==> config.mk <==
export PLATFORM = sky130hd
export DESIGN_NAME = sar_logic
export DESIGN_NICKNAME = d
export VERILOG_FILES = /design/src/rtl/sar_logic.sv
export SDC_FILE = /design/constraint.sdc
export NUM_CORES = 1
export LEC_CHECK = 0
export CAP_MARGIN = 0
export CORE_ASPECT_RATIO = 1.4
export CORE_MARGIN = 2
export CORE_UTILIZATION = 30
export CTS_CLUSTER_SIZE = 30
export DETAILED_ROUTE_END_ITERATION = 6
export HOLD_SLACK_MARGIN = 0.1
export PLACE_DENSITY = 0.54
export SLEW_MARGIN = 10
export SYNTH_ARGS = -nofsm -noshare
export SYNTH_HDL_FRONTEND = slang
export SYNTH_SLANG_ARGS = --single-unit
==> constraint.sdc <==
create_clock -name CK -period 2.1 [get_ports CK]
set_input_delay 0.525 -clock CK [delete_from_list [all_inputs] [get_ports CK]]
set_output_delay 0.525 -clock CK [all_outputs]
set_load 0.005 [all_outputs]
==> src/rtl/sar_logic.sv <==
// sar_logic: SAR ADC controller that samples while CKS is high and runs an MSB-first binary search after CKS falls
module sar_logic #(
  parameter int NBIT = 10
) (
  input  logic            CK,
  input  logic            RSTN,
  input  logic            EN,
  input  logic            CKS,
  input  logic            COMP,
  output logic            SMP,
  output logic [NBIT-1:0] DAC,
  output logic [NBIT-1:0] DOUT,
  output logic            DVALID,
  output logic            BUSY,
  output logic            OVR
);
  localparam int IW = $clog2(NBIT);
  typedef enum logic [1:0] {IDLE, SAMPLE, CONV} state_t;
  state_t state_q, state_d;
  logic cks_q, cks_d, smp_q, smp_d, dvalid_q, dvalid_d, busy_q, busy_d, ovr_q, ovr_d;
  logic [NBIT-1:0] dac_q, dac_d, dout_q, dout_d, trial;
  logic [IW-1:0] idx_q, idx_d;
  logic rise, fall;
  assign rise = CKS & ~cks_q;
  assign fall = ~CKS & cks_q;
  assign SMP = smp_q;
  assign DAC = dac_q;
  assign DOUT = dout_q;
  assign DVALID = dvalid_q;
  assign BUSY = busy_q;
  assign OVR = ovr_q;
  always_comb begin
    state_d = state_q;
    cks_d = CKS;
    smp_d = smp_q;
    dac_d = dac_q;
    dout_d = dout_q;
    dvalid_d = 1'b0;
    busy_d = busy_q;
    ovr_d = 1'b0;
    idx_d = idx_q;
    trial = dac_q;
    if (!COMP) trial[idx_q] = 1'b0;
    if (!EN) begin
      state_d = IDLE;
      cks_d = 1'b0;
      smp_d = 1'b0;
      dac_d = '0;
      busy_d = 1'b0;
      idx_d = '0;
    end else begin
      case (state_q)
        IDLE: if (rise) begin
          state_d = SAMPLE;
          smp_d = 1'b1;
          dac_d = '0;
        end
        SAMPLE: if (fall) begin
          state_d = CONV;
          smp_d = 1'b0;
          busy_d = 1'b1;
          dac_d = {1'b1, {(NBIT-1){1'b0}}};
          idx_d = IW'(NBIT-1);
        end
        CONV: if (rise) begin
          state_d = SAMPLE;
          smp_d = 1'b1;
          busy_d = 1'b0;
          dac_d = '0;
          ovr_d = 1'b1;
        end else if (idx_q != '0) begin
          dac_d = trial;
          dac_d[idx_q - 1'b1] = 1'b1;
          idx_d = idx_q - 1'b1;
        end else begin
          state_d = IDLE;
          dout_d = trial;
          dvalid_d = 1'b1;
          busy_d = 1'b0;
          dac_d = '0;
        end
        default: state_d = IDLE;
      endcase
    end
  end
  always_ff @(posedge CK) begin
    if (!RSTN) begin
      state_q <= IDLE;
      cks_q <= 1'b0;
      smp_q <= 1'b0;
      dac_q <= '0;
      dout_q <= '0;
      dvalid_q <= 1'b0;
      busy_q <= 1'b0;
      ovr_q <= 1'b0;
      idx_q <= '0;
    end else begin
      state_q <= state_d;
      cks_q <= cks_d;
      smp_q <= smp_d;
      dac_q <= dac_d;
      dout_q <= dout_d;
      dvalid_q <= dvalid_d;
      busy_q <= busy_d;
      ovr_q <= ovr_d;
      idx_q <= idx_d;
    end
  end
endmodule

Word level (Yosys, flattened, before mapping)
Index checks and enable logic that the tools add are counted.
{"block": "word_totals", "ff_bits": 31, "elab_cells": 79, "input_bits": 5, "out_inout_bits": 24}
{"block": "classes", "reduce_logical": 17, "add_sub_neg": 1, "bitwise_logic": 12, "eq_ne": 8, "magnitude_cmp": 4, "n_mux": 28}
{"op": "10-bit two-way mux", "n": 5}
{"op": "10-bit case mux with 3 select lines", "n": 1}
{"op": "3-bit AND reduction", "n": 5}
{"op": "4-bit two-way mux", "n": 3}
{"op": "10-bit bitwise AND", "n": 1}
{"op": "4-bit by 5-bit less-than comparator with 1-bit output (second input constant)", "n": 2}
{"op": "10-bit inverter", "n": 1}
{"op": "10-bit OR", "n": 1}
{"op": "1-bit two-way mux", "n": 9}
{"op": "1-bit demux with 4-bit select", "n": 2}
{"op": "4-bit by 1-bit greater-or-equal comparator with 1-bit output (second input constant)", "n": 2}
{"op": "2-bit two-way mux", "n": 4}
{"op": "2-bit inequality test (second input constant)", "n": 4}
{"op": "4-bit case mux with 2 select lines", "n": 1}
{"op": "4-bit AND reduction", "n": 2}
{"op": "1-bit inverter", "n": 7}
{"op": "2-bit case mux with 3 select lines", "n": 1}
{"op": "1-bit case mux with 2 select lines", "n": 2}
{"op": "2-bit nonzero test", "n": 2}
{"op": "4-bit nonzero test", "n": 1}
{"op": "4-bit OR reduction", "n": 1}
{"op": "4-bit by 1-bit subtractor with 4-bit output (second input constant)", "n": 1}
{"op": "3-bit inequality test (second input constant)", "n": 1}
{"op": "3-bit nonzero test", "n": 1}
{"op": "other kinds (8)", "n": 10}

Logic depth before layout (Yosys ltp)
{"block": "logic_depth", "ltp_word": 11, "ltp_mapped": 9, "ltp_nobuf": 7}

Least setup slack after synthesis
No wires, ideal clock.
{"block": "synth_path", "kind": "register to register", "from": "register idx_q[0]", "to": "register state_q[0]", "synth_period_minus_slack_ps": 1933, "path_stages_with_launch": 8, "n_path_buf": 0, "arrival_ps": 1865, "setup_time_ps": 67, "required_ps": 2033, "setup_slack_ps": 167, "cell_sequence": "dfxtp_1 > inv_1 > ha_1 > or3b_4 > a221oi_4 > a21oi_2 > or3_1 > a21oi_2"}
{"block": "synth_between", "elab_chain_len": 3}
{"item": "from (decl)", "line_no": "22", "text": "logic [IW-1:0] idx_q, idx_d;"}
{"item": "from (signal assigned)", "line_no": "106", "text": "idx_q <= idx_d;"}
{"item": "4-bit nonzero test", "line_no": "71", "text": "end else if (idx_q != '0) begin"}
{"item": "3-bit inequality test (no line)"}
{"item": "3-bit AND reduction (no line)"}
{"item": "to (signal assigned)", "line_no": "98", "text": "state_q <= state_d;"}
{"item": "to (decl)", "line_no": "19", "text": "state_t state_q, state_d;"}
No other way between the ends.
A chain may end at the register's enable or synchronous reset.

Final worst setup path
{"block": "layout_path", "from": "input CKS", "to": "register idx_q[3]"}
{"block": "layout_between", "elab_chain_len": 4, "word_cells_on_any_way": 6, "classes_between": "eq/ne (2); bitwise (3); reduce/logical (1)"}
{"item": "from (decl)", "line_no": "8", "text": "input logic CKS,"}
{"item": "1-bit inverter", "line_no": "25", "text": "assign fall = ~CKS & cks_q;"}
{"item": "1-bit bitwise AND", "line_no": "25"}
{"item": "2-bit inequality test (no line)"}
{"item": "4-bit AND reduction (no line) *"}
Mark *: on every way between the ends. The rest lies on a longest branch, timed or not.

==> reports/qor.txt <==
Run status -> complete, no violations
Mean Syn Cell Area -> 8.18 µm²
Later-pin clock latency in the skew report -> 0.28 ns
Seq cells post-synth -> 31
Post-synth top area share -> 0.372
Gpl congestion -> 0.803
Ant. Diodes -> 0
Worst slew margin -> 0.702
CP Launch Type -> input port
Post-DRT Antenna Nets -> 0
WP data arrival -> 2.11 ns
CP cell instances -> clkdlybuf4s50_1 > nor2b_1 > buf_4 > a221oi_1 > o211ai_1 > o21a_1 > a311oi_1
Clock buffer depth -> 2
CTS tree -> built
I/O pin count -> 29
Initial core utilization -> 0.307
Synth Flop Type -> dfxtp_1
Top-count cell post-synth -> dfxtp_1
RSZ-0062 raised after global routing -> false
I/O Buffers -> 28
Clk pin slew, worst setup/hold paths -> 0.07 ns
Wirelength per Cell -> 12.7 µm
Share of layout cells above drive strength 1 -> 0.163
Detailed placement HPWL -> 3.13 mm
LEAKAGE -> 0.000837 µW
Worst Tran Pin Value -> 0.447 ns
Slowest stage delay, CP -> 0.44 ns
Nets -> 268
Synthesis Warnings -> 0
DRC -> 0
Fin. Hold Viols -> 0
Crit path time final -> 1.92 ns
Synthesized area -> 0.00167 mm²
Count of cell types in the netlist -> 44
Register area share after synthesis -> 0.372
Area delta synth->final -> 34.3%
Dominant cell type by area after synthesis -> dfxtp_1
First-pass GRT wire length -> 7.09 mm
CP max-delay cell -> clkdlybuf4s50_1
Final setup fails -> 0
Area contributors post-synth -> dfxtp_1 37%, ha_1 8.2%, o21ai_0 6.6%, nand2_1 6.5%, a21oi_1 5.1%
Worst hold margin -> 0.453 ns
CP endpoint kind -> register
Worst Skew -> 0.00346 ns
Post-Syn Instances -> 204
Vias per Instance -> 4.85
Routed WL -> 4.07 mm
Initial DRC Count -> 64
CTS H-tree lvls -> 2
Number of clock sinks -> 31
Number of max-cap violations -> 0
Initial antenna violation count -> 0
Fin cells -> 320
PwrDens -> 523 mW/mm²
DRT Pass-1 Iters -> 4
Fmax -> 521 MHz
Tot Pwr -> 1170 µW
Fin util -> 0.412
Max-slew violations -> 0
Die W -> 67.0 µm
Placed cell count -> 313
WP data required -> 2.29 ns
Post-synth EDFFs -> 0
Number of global-route vias before repair -> 1523
Die height -> 92.3 µm
Total track usage -> 0.151
Hold Crit Class -> register to register
Worst setup path class -> input port to register
Die Footprint -> 0.00618 mm²
Async SR Flop Fraction -> 0
Clk root buf -> clkbuf_8
Crit path max fanout -> 4
Vias -> 1552
Synth top cells by count -> 31 x dfxtp_1, 29 x nand2_1, 22 x o21ai_0, 18 x nor2_1, 17 x a21oi_1
Worst ir drop on vdd -> 285 µV
Total congestion overflow -> 0
Row Count -> 32
Core area -> 0.00545 mm²
CTS Buf Count -> 5
Synthesized Nets -> 220
Largest net degree at the start of global routing -> 12
Setup TNS Final -> 0 ns
CTS Hold Bufs -> 0
Crit share post-route -> 0.915
==> routing by layer <==
layer,track usage,up-vias,part of all wire
met5,0,-,0
li1,-,804,-
met2,0.242,34,0.49
met4,0.0748,0,0.026
met1,0.184,706,0.44
met3,0.0356,8,0.036
==> layout by cell type, fill, tap and decap left out, drive strengths merged, types with 5 or more instances in the layout <==
cell type       n
clkdlybuf4s50  28
nor2           18
nand2          29
inv             9
dfxtp          31
buf            23
ha             11
o21ai          22
a21oi          19
clkbuf          6
a21boi          5
nor3            5
o21a            7
==> power by group <==
group          total, µW  leakage (µW)  switching (µW)  internal (µW)
Clock                475     0.0000470             218            257
Sequential           596      0.000250            4.21            592
Combinational        102      0.000540            54.9           47.4
==> per-stage QoR <==
| stage | area [µm²] | setup WS (ns) |
|---|---|---|
| 2_1_floorplan | 1670 | 0.167 |
| 3_3_place_gp | 2150 | -0.0907 |
| 3_5_place_dp | 2150 | -0.117 |
| 4_1_cts | 2240 | 0.0268 |
| 5_1_grt | 2240 | 0.00147 |
| 6_report | 2240 | 0.179 |
==> worst max-delay path: cells and delay by family <==
kind            cells  cell delay (ns)
simple gates        1             0.17
buf+inv             2             0.59
compound gates      4             0.83
==> area by class of cell <==
| cell class | count | area [µm²] |
|---|---|---|
| clock buffers | 6 | 82.6 |
| clock inverters | 1 | 5.00 |
| fillers | 589 | 3200 |
| inverters | 10 | 37.5 |
| multi-input cells | 153 | 958 |
| flip-flops and latches | 31 | 621 |
| well taps | 68 | 85.1 |
| repair buffers | 51 | 453 |
==> path summary, 6_finish.rpt <==
path | from | slack, ns | to | cells after the start
min reg2reg | DOUT[4] | 0.45 | DOUT[4] | 2
max reg2reg | idx_q[0] | 0.18 | state_q[0] | 7
min | DOUT[4] | 0.45 | DOUT[4] | 2
max | CKS | 0.18 | idx_q[3] | 7
==> flip-flops by register name, summed over array words and instances (netlist names) <==
signal	flops
DAC	10
DOUT	10
idx_q	4
state_q	2
BUSY	1
DVALID	1
OVR	1
SMP	1
cks_q	1
==> cells by family (layout without fill, tap and decap cells) <==
logic type	count (synthesis)	count (layout)	synth area share
simple gates	70	70	0.200
buf+inv	20	68	0.0570
fa+ha+maj	11	11	0.0825
flops	31	31	0.372
compound gates	67	67	0.258
mux	5	5	0.0307
==> repair_timing <==
action,CTS,global route
resized for setup,0,1
endpoints found under the setup margin,0,8
buffers inserted,0,0
Note: power is estimated with default switching activity, not from simulation.
==> RTL change 1, RTL diff (same settings) <==
Remove the register `dvalid_q`: a continuous assignment takes its place, so the output `DVALID` follows one clock earlier.
--- a/src/rtl/sar_logic.sv
+++ b/src/rtl/sar_logic.sv
@@ -90,7 +90,6 @@
       smp_q <= 1'b0;
       dac_q <= '0;
       dout_q <= '0;
-      dvalid_q <= 1'b0;
       busy_q <= 1'b0;
       ovr_q <= 1'b0;
       idx_q <= '0;
@@ -100,11 +99,12 @@
       smp_q <= smp_d;
       dac_q <= dac_d;
       dout_q <= dout_d;
-      dvalid_q <= dvalid_d;
       busy_q <= busy_d;
       ovr_q <= ovr_d;
       idx_q <= idx_d;
     end
   end
+
+  assign dvalid_q = dvalid_d;
 endmodule
 
Function: same outputs for any inputs over 10 cycles, from zero or initial values and one cycle with RSTN low; that may be too few to reach the edited logic, so the function may still have changed.
==> RTL change 1 against the unedited design <==
  * Die area increased by 8.8%
  * Count of clock-buffer cells in the layout decreased by 1
  * Total power decreased by 1.7%
  * Sequential power decreased by 3%
  * Register-to-register slack improved by 0.10 ns
  * Sequential cell count decreased by 1
  * Final area increased by 5.3%
  * Wire length increased by 12%
  * Area after synthesis increased by 9.3%
  * Worst setup slack got worse by 0.033 ns
  * Highest routed layer unchanged
==> RTL change 1: results (changes against the unedited design) <==
share of post-route cells with drive strength above 1 0.176 (was 0.163); status finished, final reports clean (unchanged); Multi-input gate area 1060 sq um (was 958 sq um); mean routed wirelength per cell 14.3 um (was 12.7 um); met3 Use GR 0.0335 (was 0.0356); met2 usage 0.255 (was 0.242); syn nets 216 (was 220); CP peak stage delay 0.31 ns (was 0.44 ns); # nets final 265 (was 268); Non-clock buffer share 0.196 (was 0.202); fill cell count 607 (was 589); number of clock buffers in the layout 5 (was 6); Buffers excl. clock 53 (was 51); share of total power in sequential cells 0.500 (was 0.508); clock network area share 0.0334 (was 0.0391); library cells used by synthesis 51 (was 44); Synth Area in Adders 0.0686 (was 0.0825); P_comb 120 uW (was 102 uW); worst setup path startpoint state_q[0] (was CKS); post-synthesis mux area share 0.0604 (was 0.0307); CP max FO 2 (was 4); core area 5860 sq um (was 5450 sq um); Peak VDD IR 0.000230 V (was 0.000285 V); met2 WL post-DR 2300 um (was 2010 um); Worst Path Arrival 1.43 ns (was 2.11 ns); Final GP Congestion 0.844 (was 0.803); global-route wire length before repair 7840 um (was 7090 um); ranking of synthesized cells by area dfxtp_1 33%, ha_1 6.9%, mux2i_1 6.0% (was dfxtp_1 37%, ha_1 8.2%, o21ai_0 6.6%); gr usage total 0.148 (was 0.151); clock skew 0.00434 ns (was 0.00346 ns); R2R setup slack 0.28 ns (was 0.18 ns); CP endpoint DVALID (was idx_q[3]); wire length on met3 146 um (was 147 um); Non-clk invs 19 (was 10)
## RTL change 1: cell count changes after synthesis, moves of 6 or more
cell	change
a21oi_1	-9
a22o_1	+8
and2_1	+9
inv_1	+9
mux2i_1	+7
nand2_1	-17
nand2b_1	+6
nor2_1	-12
o21a_1	-6
o21ai_0	-14
o21ai_1	+7
o221ai_1	+6
## RTL change 1: metrics by stage
| step | util | TNS, ns |
|---|---|---|
| after detailed placement | 0.390 | -0.474 |
| after floorplan | - | 0 |
| after global placement | 0.390 | -0.320 |
| final | 0.403 | 0 |
| after CTS | 0.403 | 0 |
| after global routing | 0.403 | 0 |
## RTL change 1: worst reg2reg max path: stages (launching register included)
cell	delay, ns
dfxtp_1	0.31
inv_1	0.07
ha_1	0.18
buf_4	0.19
nor3b_2	0.30
nor3_1	0.12
and4_1	0.21
buf_4	0.17
a22o_1	0.18
## RTL change 1: repair_timing
item | CTS | global route
hold buffers | 0 | 0
setup endpoints to repair | 1 | 1
gates resized for setup | 2 | 2
endpoints found under the hold margin | 0 | 0
==> RTL change 2, RTL diff (same flow settings) <==
Without the edit above. Change the parameter `NBIT` from 10 to 5.
--- a/src/rtl/sar_logic.sv
+++ b/src/rtl/sar_logic.sv
@@ -1,6 +1,6 @@
 // sar_logic: SAR ADC controller that samples while CKS is high and runs an MSB-first binary search after CKS falls
 module sar_logic #(
-  parameter int NBIT = 10
+  parameter int NBIT = 5
 ) (
   input  logic            CK,
   input  logic            RSTN,
Interface: changed (resized DAC and DOUT); port bits go from 29 to 19. No check against the original RTL was run, so the function may have changed too.
==> RTL change 2 against the unedited design <==
  * Total power shrank 35%
  * Clock skew shrank 0.0023 ns
  * Sequential power shrank 35%
  * Sequential share of layout area shrank 0.70 points
  * Area after synthesis shrank 30%
  * Wire length shrank 36%
  * Worst setup slack lost 0.011 ns
  * Final area shrank 34%
  * Worst hold slack gained 0.017 ns
  * Sequential cell count shrank 11
  * Non-clock buffer count shrank 25
  * Critical path type is now reg2reg
  * Critical endpoint is now DAC[0]
  * Highest routed layer unchanged
==> RTL change 2: results (changes against the unedited design) <==
status finished, final reports clean (unchanged); Post-Place Cells 198 (was 313); mean routed wirelength per cell 13.0 um (was 12.7 um); syn nets 147 (was 220); Mapped Area 1170 sq um (was 1670 sq um); clock network area share 0.0371 (was 0.0391); Relative slew margins 0.753 (was 0.702); CP peak stage delay 0.47 ns (was 0.44 ns); worst flop-to-flop path endpoint DAC[0] (was state_q[0]); fraction of area in multi-input gates 0.468 (was 0.427); CP delay by family, top simple AND/OR/NAND/NOR gates (was compound AO/OA/AOI/OAI gates); # nets final 173 (was 268); H-tree depth 1 (was 2); number of clock buffers in the layout 4 (was 6); sw frac 0.228 (was 0.236); Non-clk invs 11 (was 10); synthesis-stage register bit count 20 (was 31); vias in the first global route 961 (was 1523); share of post-route cells with drive strength above 1 0.131 (was 0.163); Int Power 591 uW (was 896 uW); fill cell count 385 (was 589); gr usage total 0.127 (was 0.151); DP Area 1430 sq um (was 2150 sq um); Seq/total area 0.270 (was 0.277); global-route wire length before repair 4430 um (was 7090 um); Iter 0 DRT Violations 17 (was 64); FF+latch area 400 sq um (was 621 sq um); clk pwr 292 uW (was 475 uW); Seq/Total Area, Yosys 0.343 (was 0.372); syn avg cell area 8.64 sq um (was 8.18 sq um); Peak VDD IR 0.000230 V (was 0.000285 V); Post-synth top cells 20 x dfxtp_1, 12 x nand2_1, 11 x inv_1, 9 x nor2_1, 8 x a21oi_1 (was 31 x dfxtp_1, 29 x nand2_1, 22 x o21ai_0, 18 x nor2_1, 17 x a21oi_1); dpl ws -0.0296 ns (was -0.117 ns); Non-clock buffer share 0.162 (was 0.202); Buffers excl. clock 26 (was 51); hpwl dp 2030 um (was 3130 um); multi-input gates 99 (was 153); cts bufs inserted 3 (was 5); CP max FO 7 (was 4)
[RTL change 2: logic make-up (layout without fill, tap and decap cells)]
family | after synthesis | in the layout | synth area share
AND/OR/NAND/NOR | 53 | 53 | 0.271
buffers and inverters | 16 | 41 | 0.0612
flip-flops | 20 | 20 | 0.343
XOR/XNOR | 1 | 1 | 0.00751
multiplexers | 6 | 6 | 0.0515
AO/OA/AOI/OAI | 31 | 31 | 0.180
adder cells (fa/ha/maj) | 8 | 8 | 0.0848
[RTL change 2: worst min-delay path by stage]
stage                  end  slack [ns]
floorplan             BUSY        0.47
global placement      BUSY        0.46
detailed placement    BUSY        0.46
CTS                   BUSY        0.48
global route        DAC[1]        0.49
finish                BUSY        0.47
[RTL change 2: per-layer routing]
metal	GRT usage	vias up	routed length (um)
met2	0.229	19	1390
met1	0.147	475	1110
met4	0.0429	0	29
met5	0	-	0
li1	-	526	-
met3	0.0217	4	90
